--- src/rtl/bvh_leaf_emitter_if.sv ---
// ============================================================================
// Module   : bvh_leaf_emitter_if
// Purpose  : Bundle for the node-test and primitive-group FIFO connections
//            of the BVH leaf emitter.
// Revision : 1.0
// ============================================================================
`default_nettype none

interface bvh_leaf_emitter_if #(
    parameter int NODE_INDEX_WIDTH  = 8,
    parameter int PRIM_INDEX_WIDTH  = 10,
    parameter int PRIM_AMOUNT_WIDTH = 4
);
    logic                                   start;
    logic                                   node_req;
    logic [NODE_INDEX_WIDTH-1:0]            node_idx;
    logic                                   node_valid;
    logic [1:0]                             child_hit;
    logic [1:0]                             child_leaf;
    logic [1:0][NODE_INDEX_WIDTH-1:0]       child_node;
    logic [1:0][PRIM_INDEX_WIDTH-1:0]       child_start;
    logic [1:0][PRIM_AMOUNT_WIDTH-1:0]      child_num;
    logic                                   fifo_reset;
    logic                                   push;
    logic [1:0][PRIM_INDEX_WIDTH-1:0]       start_prim;
    logic [1:0][PRIM_AMOUNT_WIDTH-1:0]      num_prim;
    logic                                   busy;
    logic                                   done;
    logic                                   overflow;

    // Emitter side: consumes node-test responses, produces requests and pushes.
    modport master (
        input  start, node_valid, child_hit, child_leaf,
               child_node, child_start, child_num,
        output node_req, node_idx, fifo_reset, push,
               start_prim, num_prim, busy, done, overflow
    );

    modport slave (
        output start, node_valid, child_hit, child_leaf,
               child_node, child_start, child_num,
        input  node_req, node_idx, fifo_reset, push,
               start_prim, num_prim, busy, done, overflow
    );
endinterface

`default_nettype wire

--- src/rtl/bvh_leaf_emitter.sv ---
// ============================================================================
// Module   : bvh_leaf_emitter
// Purpose  : Depth-first BVH walker that pushes hit leaf primitive ranges
//            onto the primitive-group FIFO, one node per node-test response.
// Revision : 1.0
// ============================================================================
`default_nettype none

module bvh_leaf_emitter #(
    parameter int NODE_INDEX_WIDTH  = 8,
    parameter int PRIM_INDEX_WIDTH  = 10,
    parameter int PRIM_AMOUNT_WIDTH = 4,
    parameter int STACK_DEPTH       = 16,
    parameter int ROOT_NODE         = 0
) (
    input  wire                  clk,
    input  wire                  resetn,
    bvh_leaf_emitter_if.master   bus
);

    localparam int c_AW = $clog2(STACK_DEPTH);
    localparam int c_PW = c_AW + 1;
    localparam logic [c_PW-1:0] c_SP_FULL = c_PW'(STACK_DEPTH);
    localparam logic [NODE_INDEX_WIDTH-1:0] c_ROOT = NODE_INDEX_WIDTH'(ROOT_NODE);

    localparam logic [0:0] c_IDLE = 1'b0;
    localparam logic [0:0] c_WAIT = 1'b1;

    logic [0:0]                          r_state;
    logic [c_PW-1:0]                     r_sp;
    logic [NODE_INDEX_WIDTH-1:0]         r_stack [STACK_DEPTH];

    logic                                r_node_req;
    logic [NODE_INDEX_WIDTH-1:0]         r_node_idx;
    logic                                r_fifo_reset;
    logic                                r_push;
    logic [1:0][PRIM_INDEX_WIDTH-1:0]    r_start_prim;
    logic [1:0][PRIM_AMOUNT_WIDTH-1:0]   r_num_prim;
    logic                                r_busy;
    logic                                r_done;
    logic                                r_overflow;

    logic [1:0]                          w_leaf;
    logic [1:0]                          w_inner;
    logic                                w_accept;
    logic                                w_full;
    logic                                w_empty;
    logic [c_PW-1:0]                     w_sp_dec;
    logic                                w_stack_wr;

    // A response only counts while waiting and never on a (re)start cycle.
    assign w_accept = (r_state == c_WAIT) && bus.node_valid && !bus.start;

    always_comb begin
        for (int i = 0; i < 2; i++) begin
            w_leaf[i]  = bus.child_hit[i] & bus.child_leaf[i] & (bus.child_num[i] != '0);
            w_inner[i] = bus.child_hit[i] & ~bus.child_leaf[i];
        end
    end

    assign w_full     = (r_sp == c_SP_FULL);
    assign w_empty    = (r_sp == '0);
    assign w_sp_dec   = r_sp - 1'b1;
    assign w_stack_wr = w_accept && (w_inner == 2'b11) && !w_full;

    // Stack storage needs no reset: the pointer alone defines valid entries.
    always_ff @(posedge clk) begin
        if (w_stack_wr) begin
            r_stack[r_sp[c_AW-1:0]] <= bus.child_node[1];
        end
    end

    always_ff @(posedge clk or negedge resetn) begin
        if (!resetn) begin
            r_state      <= c_IDLE;
            r_sp         <= '0;
            r_node_req   <= 1'b0;
            r_node_idx   <= '0;
            r_fifo_reset <= 1'b0;
            r_push       <= 1'b0;
            r_start_prim <= '0;
            r_num_prim   <= '0;
            r_busy       <= 1'b0;
            r_done       <= 1'b0;
            r_overflow   <= 1'b0;
        end else begin
            r_node_req   <= 1'b0;
            r_fifo_reset <= 1'b0;
            r_push       <= 1'b0;
            r_done       <= 1'b0;
            r_start_prim <= '0;
            r_num_prim   <= '0;

            if (bus.start) begin
                r_fifo_reset <= 1'b1;
                r_node_req   <= 1'b1;
                r_node_idx   <= c_ROOT;
                r_busy       <= 1'b1;
                r_overflow   <= 1'b0;
                r_sp         <= '0;
                r_state      <= c_WAIT;
            end else if (w_accept) begin
                r_push <= |w_leaf;
                for (int i = 0; i < 2; i++) begin
                    r_start_prim[i] <= w_leaf[i] ? bus.child_start[i] : '0;
                    r_num_prim[i]   <= w_leaf[i] ? bus.child_num[i]   : '0;
                end

                case (w_inner)
                    2'b11: begin
                        r_node_req <= 1'b1;
                        r_node_idx <= bus.child_node[0];
                        if (w_full) begin
                            r_overflow <= 1'b1;
                        end else begin
                            r_sp <= r_sp + 1'b1;
                        end
                    end
                    2'b01: begin
                        r_node_req <= 1'b1;
                        r_node_idx <= bus.child_node[0];
                    end
                    2'b10: begin
                        r_node_req <= 1'b1;
                        r_node_idx <= bus.child_node[1];
                    end
                    default: begin
                        if (!w_empty) begin
                            r_node_req <= 1'b1;
                            r_node_idx <= r_stack[w_sp_dec[c_AW-1:0]];
                            r_sp       <= w_sp_dec;
                        end else begin
                            r_done  <= 1'b1;
                            r_busy  <= 1'b0;
                            r_state <= c_IDLE;
                        end
                    end
                endcase
            end
        end
    end

    assign bus.node_req   = r_node_req;
    assign bus.node_idx   = r_node_idx;
    assign bus.fifo_reset = r_fifo_reset;
    assign bus.push       = r_push;
    assign bus.start_prim = r_start_prim;
    assign bus.num_prim   = r_num_prim;
    assign bus.busy       = r_busy;
    assign bus.done       = r_done;
    assign bus.overflow   = r_overflow;

endmodule

`default_nettype wire
--- src/flat_wrapper.sv ---
// flat-port wrapper written by rule: the top's interface ports become plain ports
module bvh_leaf_emitter_flat 
#(
    parameter int NODE_INDEX_WIDTH  = 8,
    parameter int PRIM_INDEX_WIDTH  = 10,
    parameter int PRIM_AMOUNT_WIDTH = 4,
    parameter int STACK_DEPTH       = 16,
    parameter int ROOT_NODE         = 0
)
  (clk, resetn, bus_start, bus_node_valid, bus_child_hit, bus_child_leaf, bus_child_node, bus_child_start, bus_child_num, bus_node_req, bus_node_idx, bus_fifo_reset, bus_push, bus_start_prim, bus_num_prim, bus_busy, bus_done, bus_overflow);
  bvh_leaf_emitter_if #(.NODE_INDEX_WIDTH(NODE_INDEX_WIDTH), .PRIM_INDEX_WIDTH(PRIM_INDEX_WIDTH), .PRIM_AMOUNT_WIDTH(PRIM_AMOUNT_WIDTH)) bus_i ();
  input  wire clk;
  input  wire resetn;
  input wire logic [$bits(bus_i.start)-1:0] bus_start;
  input wire logic [$bits(bus_i.node_valid)-1:0] bus_node_valid;
  input wire logic [$bits(bus_i.child_hit)-1:0] bus_child_hit;
  input wire logic [$bits(bus_i.child_leaf)-1:0] bus_child_leaf;
  input wire logic [$bits(bus_i.child_node)-1:0] bus_child_node;
  input wire logic [$bits(bus_i.child_start)-1:0] bus_child_start;
  input wire logic [$bits(bus_i.child_num)-1:0] bus_child_num;
  output wire logic [$bits(bus_i.node_req)-1:0] bus_node_req;
  output wire logic [$bits(bus_i.node_idx)-1:0] bus_node_idx;
  output wire logic [$bits(bus_i.fifo_reset)-1:0] bus_fifo_reset;
  output wire logic [$bits(bus_i.push)-1:0] bus_push;
  output wire logic [$bits(bus_i.start_prim)-1:0] bus_start_prim;
  output wire logic [$bits(bus_i.num_prim)-1:0] bus_num_prim;
  output wire logic [$bits(bus_i.busy)-1:0] bus_busy;
  output wire logic [$bits(bus_i.done)-1:0] bus_done;
  output wire logic [$bits(bus_i.overflow)-1:0] bus_overflow;
  assign bus_i.start = bus_start;
  assign bus_i.node_valid = bus_node_valid;
  assign bus_i.child_hit = bus_child_hit;
  assign bus_i.child_leaf = bus_child_leaf;
  assign bus_i.child_node = bus_child_node;
  assign bus_i.child_start = bus_child_start;
  assign bus_i.child_num = bus_child_num;
  assign bus_node_req = bus_i.node_req;
  assign bus_node_idx = bus_i.node_idx;
  assign bus_fifo_reset = bus_i.fifo_reset;
  assign bus_push = bus_i.push;
  assign bus_start_prim = bus_i.start_prim;
  assign bus_num_prim = bus_i.num_prim;
  assign bus_busy = bus_i.busy;
  assign bus_done = bus_i.done;
  assign bus_overflow = bus_i.overflow;
  bvh_leaf_emitter #(.NODE_INDEX_WIDTH(NODE_INDEX_WIDTH), .PRIM_INDEX_WIDTH(PRIM_INDEX_WIDTH), .PRIM_AMOUNT_WIDTH(PRIM_AMOUNT_WIDTH), .STACK_DEPTH(STACK_DEPTH), .ROOT_NODE(ROOT_NODE)) u_core (.clk(clk), .resetn(resetn), .bus(bus_i));
endmodule
--- config.mk ---
export PLATFORM = sky130hd
export DESIGN_NAME = bvh_leaf_emitter_flat
export DESIGN_NICKNAME = d
export VERILOG_FILES = /design/src/rtl/bvh_leaf_emitter_if.sv /design/src/rtl/bvh_leaf_emitter.sv /design/src/flat_wrapper.sv
export SDC_FILE = /design/constraint.sdc
export NUM_CORES = 1
export LEC_CHECK = 0
export CAP_MARGIN = 10
export CORE_ASPECT_RATIO = 1.4
export CORE_UTILIZATION = 38
export DETAILED_ROUTE_END_ITERATION = 6
export PLACE_DENSITY = 0.56
export SETUP_SLACK_MARGIN = 0.3
export SLEW_MARGIN = 40
export SYNTH_ARGS = -nofsm -noshare
export SYNTH_HDL_FRONTEND = slang
export SYNTH_SLANG_ARGS = --single-unit
--- constraint.sdc ---
create_clock -name clk -period 3.8 [get_ports clk]
set_clock_uncertainty 0.15 [all_clocks]
set_input_delay 0.76 -clock clk [delete_from_list [all_inputs] [get_ports clk]]
set_output_delay 0.76 -clock clk [all_outputs]
set_load 0.01 [all_outputs]
# Word level (Yosys, flattened, before mapping)
# Memory sizes are Yosys's and may differ from the RTL's.
# Cells that the tools add are included.
# classes
n_addsub,2
n_mul,0
n_div,0
order_cmp,0
eq_ne,9
shifts,0
n_mux,38
n_bitwise,8
n_reduce_logical,21
# op_table
op,count
$mux 20,2
$mux 8,5
$mux 1,21
$mux 10,2
$mux 5,4
$pmux 8 s2,1
$pmux 5 s2,1
$mux 4,2
$reduce_bool 2->1,4
$reduce_bool 4->1,2
$and 1x1->1,6
$ne 3x3->1 const B,2
$reduce_and 3->1,2
$reduce_or 2->1,3
$add 5x1->5 const B,1
$eq 5x5->1 const B,1
$logic_not 5->1,1
$sub 5x1->5 const B,1
$eq 2x2->1 const B,2
$logic_and 1x1->1,4
$ne 2x1->1 const B,2
$ne 4x4->1 const B,1
$reduce_and 4->1,1
$reduce_or 3->1,1
other kinds (4),6
# totals
reg_bits,47
latch_bits,0
mem_bits_rw,128
rom_bits,0
inputBits,52
out_inout_bits,42
elab_cells,91
n_memories,1
# memory_table
name,depth,width,rd,rd_ports_with_merged_regs,wr,line,source
u_core.r_stack,16,8,1,0,1,bvh_leaf_emitter.sv:31,logic [NODE_INDEX_WIDTH-1:0] r_stack [STACK_DEPTH];

# Longest topological paths before layout
# Gate-level depths: netlist (run 1).
# logic_depth
word_depth,7
mapped_depth,10
mapped_depth_nobuf,7

# Worst setup path before layout (run 1)
# OpenSTA, ideal clock, no wires.
# synth_path
path_type,input to register
startpoint,input port bus_child_hit[0]
endpoint,"memory u_core.r_stack[3][0], enable pin"
setup_time_ps,419
arrival_time_ps,3442
t_required_ps,3231
setup_slack_ps,-211
path_stages,7
n_path_buf,2
path_cell_list,nor2b_1 > buf_1 > ha_1 > clkbuf_1 > and2_1 > nand2_1 > a2111oi_0
# synth_via
elab_chain_cells,6
# synth_lines
element,line,source
from (decl),flat_wrapper.sv:16,input wire logic [$bits(bus_i.child_hit)-1:0] bus_child_hit;
$and 1x1->1,bvh_leaf_emitter.sv:57,w_inner[i] = bus.child_hit[i] & ~bus.child_leaf[i];
$eq 2x2->1,bvh_leaf_emitter.sv:64,assign w_stack_wr = w_accept && (w_inner == 2'b11) && !w_full;
$logic_and 1x1->1 (2 in a row),bvh_leaf_emitter.sv:64,
$mux 1,bvh_leaf_emitter.sv:68,if (w_stack_wr) begin
$mux 1 (not written as such),bvh_leaf_emitter.sv:69,r_stack[r_sp[c_AW-1:0]] <= bus.child_node[1];
to (decl),bvh_leaf_emitter.sv:31,
# Every way passes these cells.

# Worst setup path after layout (run 1)
# layout_path
startpoint,input port bus_child_hit[0]
endpoint,"memory u_core.r_stack[2][2], enable pin"
# Same word-level chain as after synthesis.

==> results.toml, run 1 <==
[detailed_routing]
first_pass_iters = 4
drt_iter0_drc = 276
drc = 0
wl_per_cell_um = 21.4
ant_nets = 0
vias = 4129
vias_per_cell = 5.26
drt-total-wl_um = 16800
wl_met1_um = 6460
route.met2.wl_um = 9140
wl_met3_um = 818
highest_layer = "met4"

[cts]
cts_setup_buffers = 0
clk_pin_slew_ns = 0.07
root_buffer = "clkbuf_16"
clk_latency_ns = 0.42
h-tree-depth = 4
clk_path_buf_depth = 2
clock_sinks = 175
cts_repair_resize_count = 0
cts_hold_buffers = 0
cts_tree = "built"
numCtsBuffers = 17

[synth]
ys_ff_latch = 175
synthFlopType = "edfxtp_1"
ys_types = 55
synthXorXnorAreaFrac_pct = 0.631
synth_nets = 465
async_flop_share_pct = 26.9
ys_warn_count = 0
netlist_instances = 404
avgSynthCellArea_um2 = 17.7
synth_seq_area_share_pct = 70.3
netlist_area_mm2 = 0.00714
synth_edf_count = 128
yosys.area_share.simple_pct = 8.64
synth-compound-area-share_pct = 5.75
synthMuxAreaShare_pct = 11.2
synth_fa_ha_area_share_pct = 1.58
synth_top_family_by_area = "multiplexers"

[power]
powerDensity_mw_per_mm2 = 571
ir_worst_vdd_mv = 0.279
p_leak_nw = 3.27

[critical_path]
crit_path_start_kind = "input port"
cp.required_ns = 3.78
critical_path_class = "input port to flop"
crit_path_end_kind = "flop"
timing.rr.start = "u_core.r_sp[1]"
path_delay_family = "buffers and inverters"
cp_max_fo = 8
cpMaxStageDelayCell = "clkdlybuf4s50_1"
startpoint = "bus_child_hit[0]"
arrival_ns = 3.04
cp_cell_sequence = "clkdlybuf4s50_1 > nor2b_1 > ha_1 > and2_1 > nand2_1 > a2111oi_2 > buf_4"
critPathMaxStageDelay_ns = 0.50
worstPathBufferInverterCount = 2

[sta]
setup_viol = 0
worst_slew_pin_slew_ns = 0.814
period_needed_ns = 3.06
hold_viol_final = 0
holdWs_ns = 0.198
finalSetupTns_ns = 0
min_period_over_period_pct = 80.5
rsz0062_at_grt = "no"
slew_headroom_pct = 45.7
slew_viol_final = 0
fmax_ghz = 0.327

[flow_run]
max_cap_viol_count = 0

[hold_path]
hold_class = "input port to asynchronous set/reset pin"

[global_routing]
grt_max_degree = 48
grt_pass1_vias = 4341
grt_overflow = 0
grtUsageTotal_pct = 18.3
grt_pass1_wl_um = 25700
antenna_found_initial = 0

[floorplanning]
rows = 59
io_pins = 94
fp.dieW_um = 118
die-area_mm2 = 0.0194
die_y_um = 164
coreArea_mm2 = 0.0185
initial_core_util_pct = 38.6

[layout]
antenna_cells = 0
area_delta_synth_final_pct = 27.9
nets = 589
drive_gt1_share_pct = 17.4
multi_input_area_mm2 = 0.00200
nFillCells = 1535
regArea_mm2 = 0.00502

[placement]
port_buffers = 93
gp_congestion = 0.858
dp_hpwl_um = 11600

[outcome]
outcome = "completed"
synth_stat cells, types with 3 or more instances:
master	n	area (um^2)
a21oi_1	5	25.0
clkbuf_1	8	30.0
nand3b_1	9	67.6
mux4_2	20	450
or4_1	3	22.5
a211oi_1	8	60.1
nand2_1	10	37.5
and2b_1	6	45.0
a221oi_1	7	61.3
o22ai_1	7	43.8
dfrtp_1	47	1180
or3_1	3	18.8
nor2b_1	4	25.0
and3_1	3	18.8
nor2_1	20	75.1
buf_2	4	20.0
o41ai_1	7	61.3
and2_1	29	181
edfxtp_1	128	3840
ha_1	9	113
o21ai_0	3	15.0
nand2b_1	4	25.0
a2111oi_0	3	26.3
mux4_1	12	315
buf_6	4	45.0
inv_1	5	18.8
cells in the final DEF (no fill, tap or decap), types with 4 or more instances in the layout:
cell and instances:
buf_4 33, ha_1 9, mux4_1 12, nand3b_1 9, a21oi_1 5, inv_6 4, mux4_2 20, nor2b_1 4
dfrtp_1 47, nand2_1 10, nand2b_1 4, clkdlybuf4s50_1 92, a221oi_1 7, inv_1 5, a211oi_1 8, and2b_1 6
nor2_1 20, o41ai_1 7, edfxtp_1 128, and2_1 29, clkbuf_16 17, o22ai_1 7
state kept, by name, summed over array words and instances (netlist names):
signal	flops
u_core.bus.fifo_reset	1
u_core.bus.overflow	1
u_core.bus.busy	1
u_core.r_sp	5
u_core.bus.start_prim	20
u_core.bus.done	1
u_core.bus.node_idx	8
u_core.bus.num_prim	8
u_core.bus.node_req	1
u_core.bus.push	1
u_core.r_stack	128
final timing paths:
kind / endpoint / slack, ns / cells past startpoint
min in group clk: u_core.bus.overflow / 0.37 / 2
setup reg to reg: u_core.bus.node_idx[5] / 1.00 / 7
hold / removal: u_core.bus.num_prim[5] / 0.20 / 1
hold reg to reg: u_core.bus.overflow / 0.37 / 2
setup / recovery: u_core.r_stack[2][2] / 0.74 / 7
max in group asynchronous: u_core.r_sp[3] / 2.90 / 1
per-layer routing:
layer  GRT usage [%]  up-vias
met3            3.82       19
met2            33.5      149
met4            7.52        0
met1            20.7     2105
li1                -     1856
met5               0        -
report_power, final:
part	leakage (nW)	total (mW)	switching, mW	internal, mW
Sequential	1.79	2.22	0.0958	2.12
Clock	0.289	1.77	0.728	1.04
Combinational	1.20	1.23	0.617	0.618
Total	3.27	5.22	1.44	3.78
cell families (layout without fill, tap and decap cells):
logic type / count (synthesis) / after routing
XOR/XNOR: 3 / 3
buffers and inverters: 26 / 163
AO/OA/AOI/OAI: 52 / 52
flip-flops: 175 / 175
adder cells (fa/ha/maj): 9 / 9
AND/OR/NAND/NOR: 104 / 104
multiplexers: 35 / 35
final cells by class:
cell class              count  share of cell area, %
clock inverters            15                   1.97
flip-flops and latches    175                   54.9
clock buffers              17                   4.65
well taps                 244                   3.34
repair buffers            126                   13.0
inverters                   5                  0.205
multi-input cells         203                   21.9
worst register-to-register path, cell delays in order, from the launching register on:
cell	delay [ns]
dfrtp_1	0.54
inv_1	0.12
ha_1	0.28
xor2_4	0.43
buf_12	0.25
mux4_1	0.63
o221ai_1	0.20
o31ai_1	0.08
per-stage QoR:
step	setup slack [ns]	total power, mW	area (um^2)	utilization [%]	std cells
floorplan	0.532	3.02	7160	-	404
global placement	0.311	3.49	8530	46.0	753
detailed placement	0.289	3.50	8530	46.1	753
finish	0.740	5.22	9140	49.3	785
CTS	0.708	5.27	9140	49.3	785
global route	0.553	5.42	9140	49.3	785
Power figures use the tool's default switching activity.
==> run 2, diff against run 1 <==
==> constraint.sdc (replaced) <==
create_clock -name clk -period 3 [get_ports clk]
set_clock_uncertainty 0.15 [all_clocks]
set_input_delay 0.6 -clock clk [delete_from_list [all_inputs] [get_ports clk]]
set_output_delay 0.6 -clock clk [all_outputs]
set_load 0.01 [all_outputs]
==> results.toml, run 2 (synthesis results as in run 1) <==
[cts]
cts_hold_buffers = 0
h-tree-depth = 4
clock_sinks = 175
root_buffer = "clkbuf_16"
clk_path_buf_depth = 2
numCtsBuffers = 17
clk_latency_ns = 0.42
cts_tree = "built"
clk_pin_slew_ns = 0.07

[sta]
hold_viol_final = 0
fmax_ghz = 0.389
slew_headroom_pct = 53.5
rsz0062_at_grt = "no"
setup_viol = 0
period_needed_ns = 2.57
worst_slew_pin_slew_ns = 0.698
slew_viol_final = 0
min_period_over_period_pct = 85.6
finalSetupTns_ns = 0
setup_ws_ns = 0.431

[placement]
port_buffers = 93
gp_congestion = 0.827
dp_slack_ns = 0.00161
placed_area_mm2 = 0.00870
dp_hpwl_um = 11900

[critical_path]
crit_path_start_kind = "flop"
path_delay_family = "simple AND/OR/NAND/NOR gates"
arrival_ns = 2.71
crit_path_end_kind = "flop"
cpMaxStageDelayCell = "or4b_4"
cp_max_fo = 10
cp.required_ns = 3.14
critPathMaxStageDelay_ns = 0.50
critical_path_class = "flop to flop"
worstPathBufferInverterCount = 3
cp_cell_sequence = "inv_1 > ha_1 > buf_4 > or4b_4 > o311ai_4 > buf_12 > nand3b_1 > o41ai_1"

[detailed_routing]
ant_nets = 0
drc = 0
drt_iter0_drc = 275
first_pass_iters = 4
vias_per_cell = 5.28
drt-total-wl_um = 17400
vias = 4216
wl_per_cell_um = 21.8

[power]
powerDensity_mw_per_mm2 = 705
p_leak_nw = 3.34
ir_worst_vdd_mv = 0.360

[layout]
mostFrequentLayoutCells = "128 x edfxtp_1, 92 x clkdlybuf4s50_1, 47 x dfrtp_1"
nFillCells = 1554
drive_gt1_share_pct = 20.2
layout_commonest_cell = "edfxtp_1"
area_delta_synth_final_pct = 30.2
antenna_cells = 0
largest_reg_flops = 128
nets = 602
final_area_mm2 = 0.00930

[outcome]
outcome = "completed"

[floorplanning]
rows = 59
coreArea_mm2 = 0.0185
die_y_um = 164
io_pins = 94
fp.dieW_um = 118
die-area_mm2 = 0.0194
initial_core_util_pct = 38.6

[global_routing]
grtUsageTotal_pct = 19.1
grt_max_degree = 48
grt_pass1_wl_um = 26500
grt_overflow = 0
grt_pass1_vias = 4447
antenna_found_initial = 0

[flow_run]
max_cap_viol_count = 0

[hold_path]
hold_class = "input port to asynchronous set/reset pin"
-- run 2: cell types whose count changed in the layout (fill, tap and decap cells not counted), sizes merged --
cell / previous run / this run
inv: 10 / 12
buf: 34 / 47
clkinvlp: 2 / 3
bufinv: 3 / 0
-- run 2: worst register-to-register path: stages (launching register included) --
cell and delay [ns]:
dfrtp_1 0.49, inv_1 0.13, ha_1 0.28, buf_4 0.24, or4b_4 0.51, o311ai_4 0.31, buf_12 0.16, nand3b_1 0.10
o41ai_1 0.09
-- run 2: per-layer routing --
metal | vias up | share of wire, % | track usage (%) | wire length, um
li1 | 1883 | - | - | -
met1 | 2150 | 38 | 21.0 | 6630
met3 | 28 | 4.3 | 3.33 | 744
met5 | - | 0 | 0 | 0
met4 | 0 | 3.7 | 9.91 | 647
met2 | 155 | 54 | 35.1 | 9390
-- run 2: final timing paths --
| check | from | endpoint | slack [ns] | cells after the start |
|---|---|---|---|---|
| max in group asynchronous | resetn | u_core.bus.start_prim[5] | 2.27 | 1 |
| setup / recovery | u_core.r_sp[1] | u_core.bus.node_idx[4] | 0.43 | 8 |
| min in group clk | u_core.bus.overflow | u_core.bus.overflow | 0.36 | 2 |
| hold reg to reg | u_core.bus.overflow | u_core.bus.overflow | 0.36 | 2 |
| setup reg to reg | u_core.r_sp[1] | u_core.bus.node_idx[4] | 0.43 | 8 |
| hold / removal | resetn | u_core.bus.num_prim[2] | 0.03 | 1 |
-- run 2: repair_timing --
action | in CTS | in global routing
endpoints found under the setup margin | 0 | 8
gates resized for setup | 0 | 2
buffers inserted | 0 | 1
endpoints found under the hold margin | 0 | 0
-- run 2: final cells by class --
cell class | instances | area, um^2 | share of cell area (%)
Multi-Input combinational cell | 203 | 2050 | 22.0
Timing Repair Buffer | 139 | 1340 | 14.4
Tap cell | 244 | 305 | 3.28
Clock buffer | 17 | 425 | 4.57
Clock inverter | 15 | 148 | 1.59
Sequential cell | 175 | 5020 | 54.0
Inverter | 5 | 18.8 | 0.202
-- run 2: report_power, final --
part           switching, mW  leakage (nW)  internal [mW]
registers              0.116          1.79           2.68
logic                  0.786          1.28          0.856
clock network           1.02         0.271           1.10
total                   1.92          3.34           4.64
-- run 2: per-stage QoR --
step           power (mW)  hold WS (ns)  cells  util [%]
6_report             6.56        0.0299    798      50.2
5_1_grt              6.83        0.0658    798      50.2
4_1_cts              6.63        0.0359    797      50.1
3_5_place_dp         4.50         0.348    765      47.0
3_3_place_gp         4.48         0.338    765      47.0
2_1_floorplan        3.84         0.154    404         -
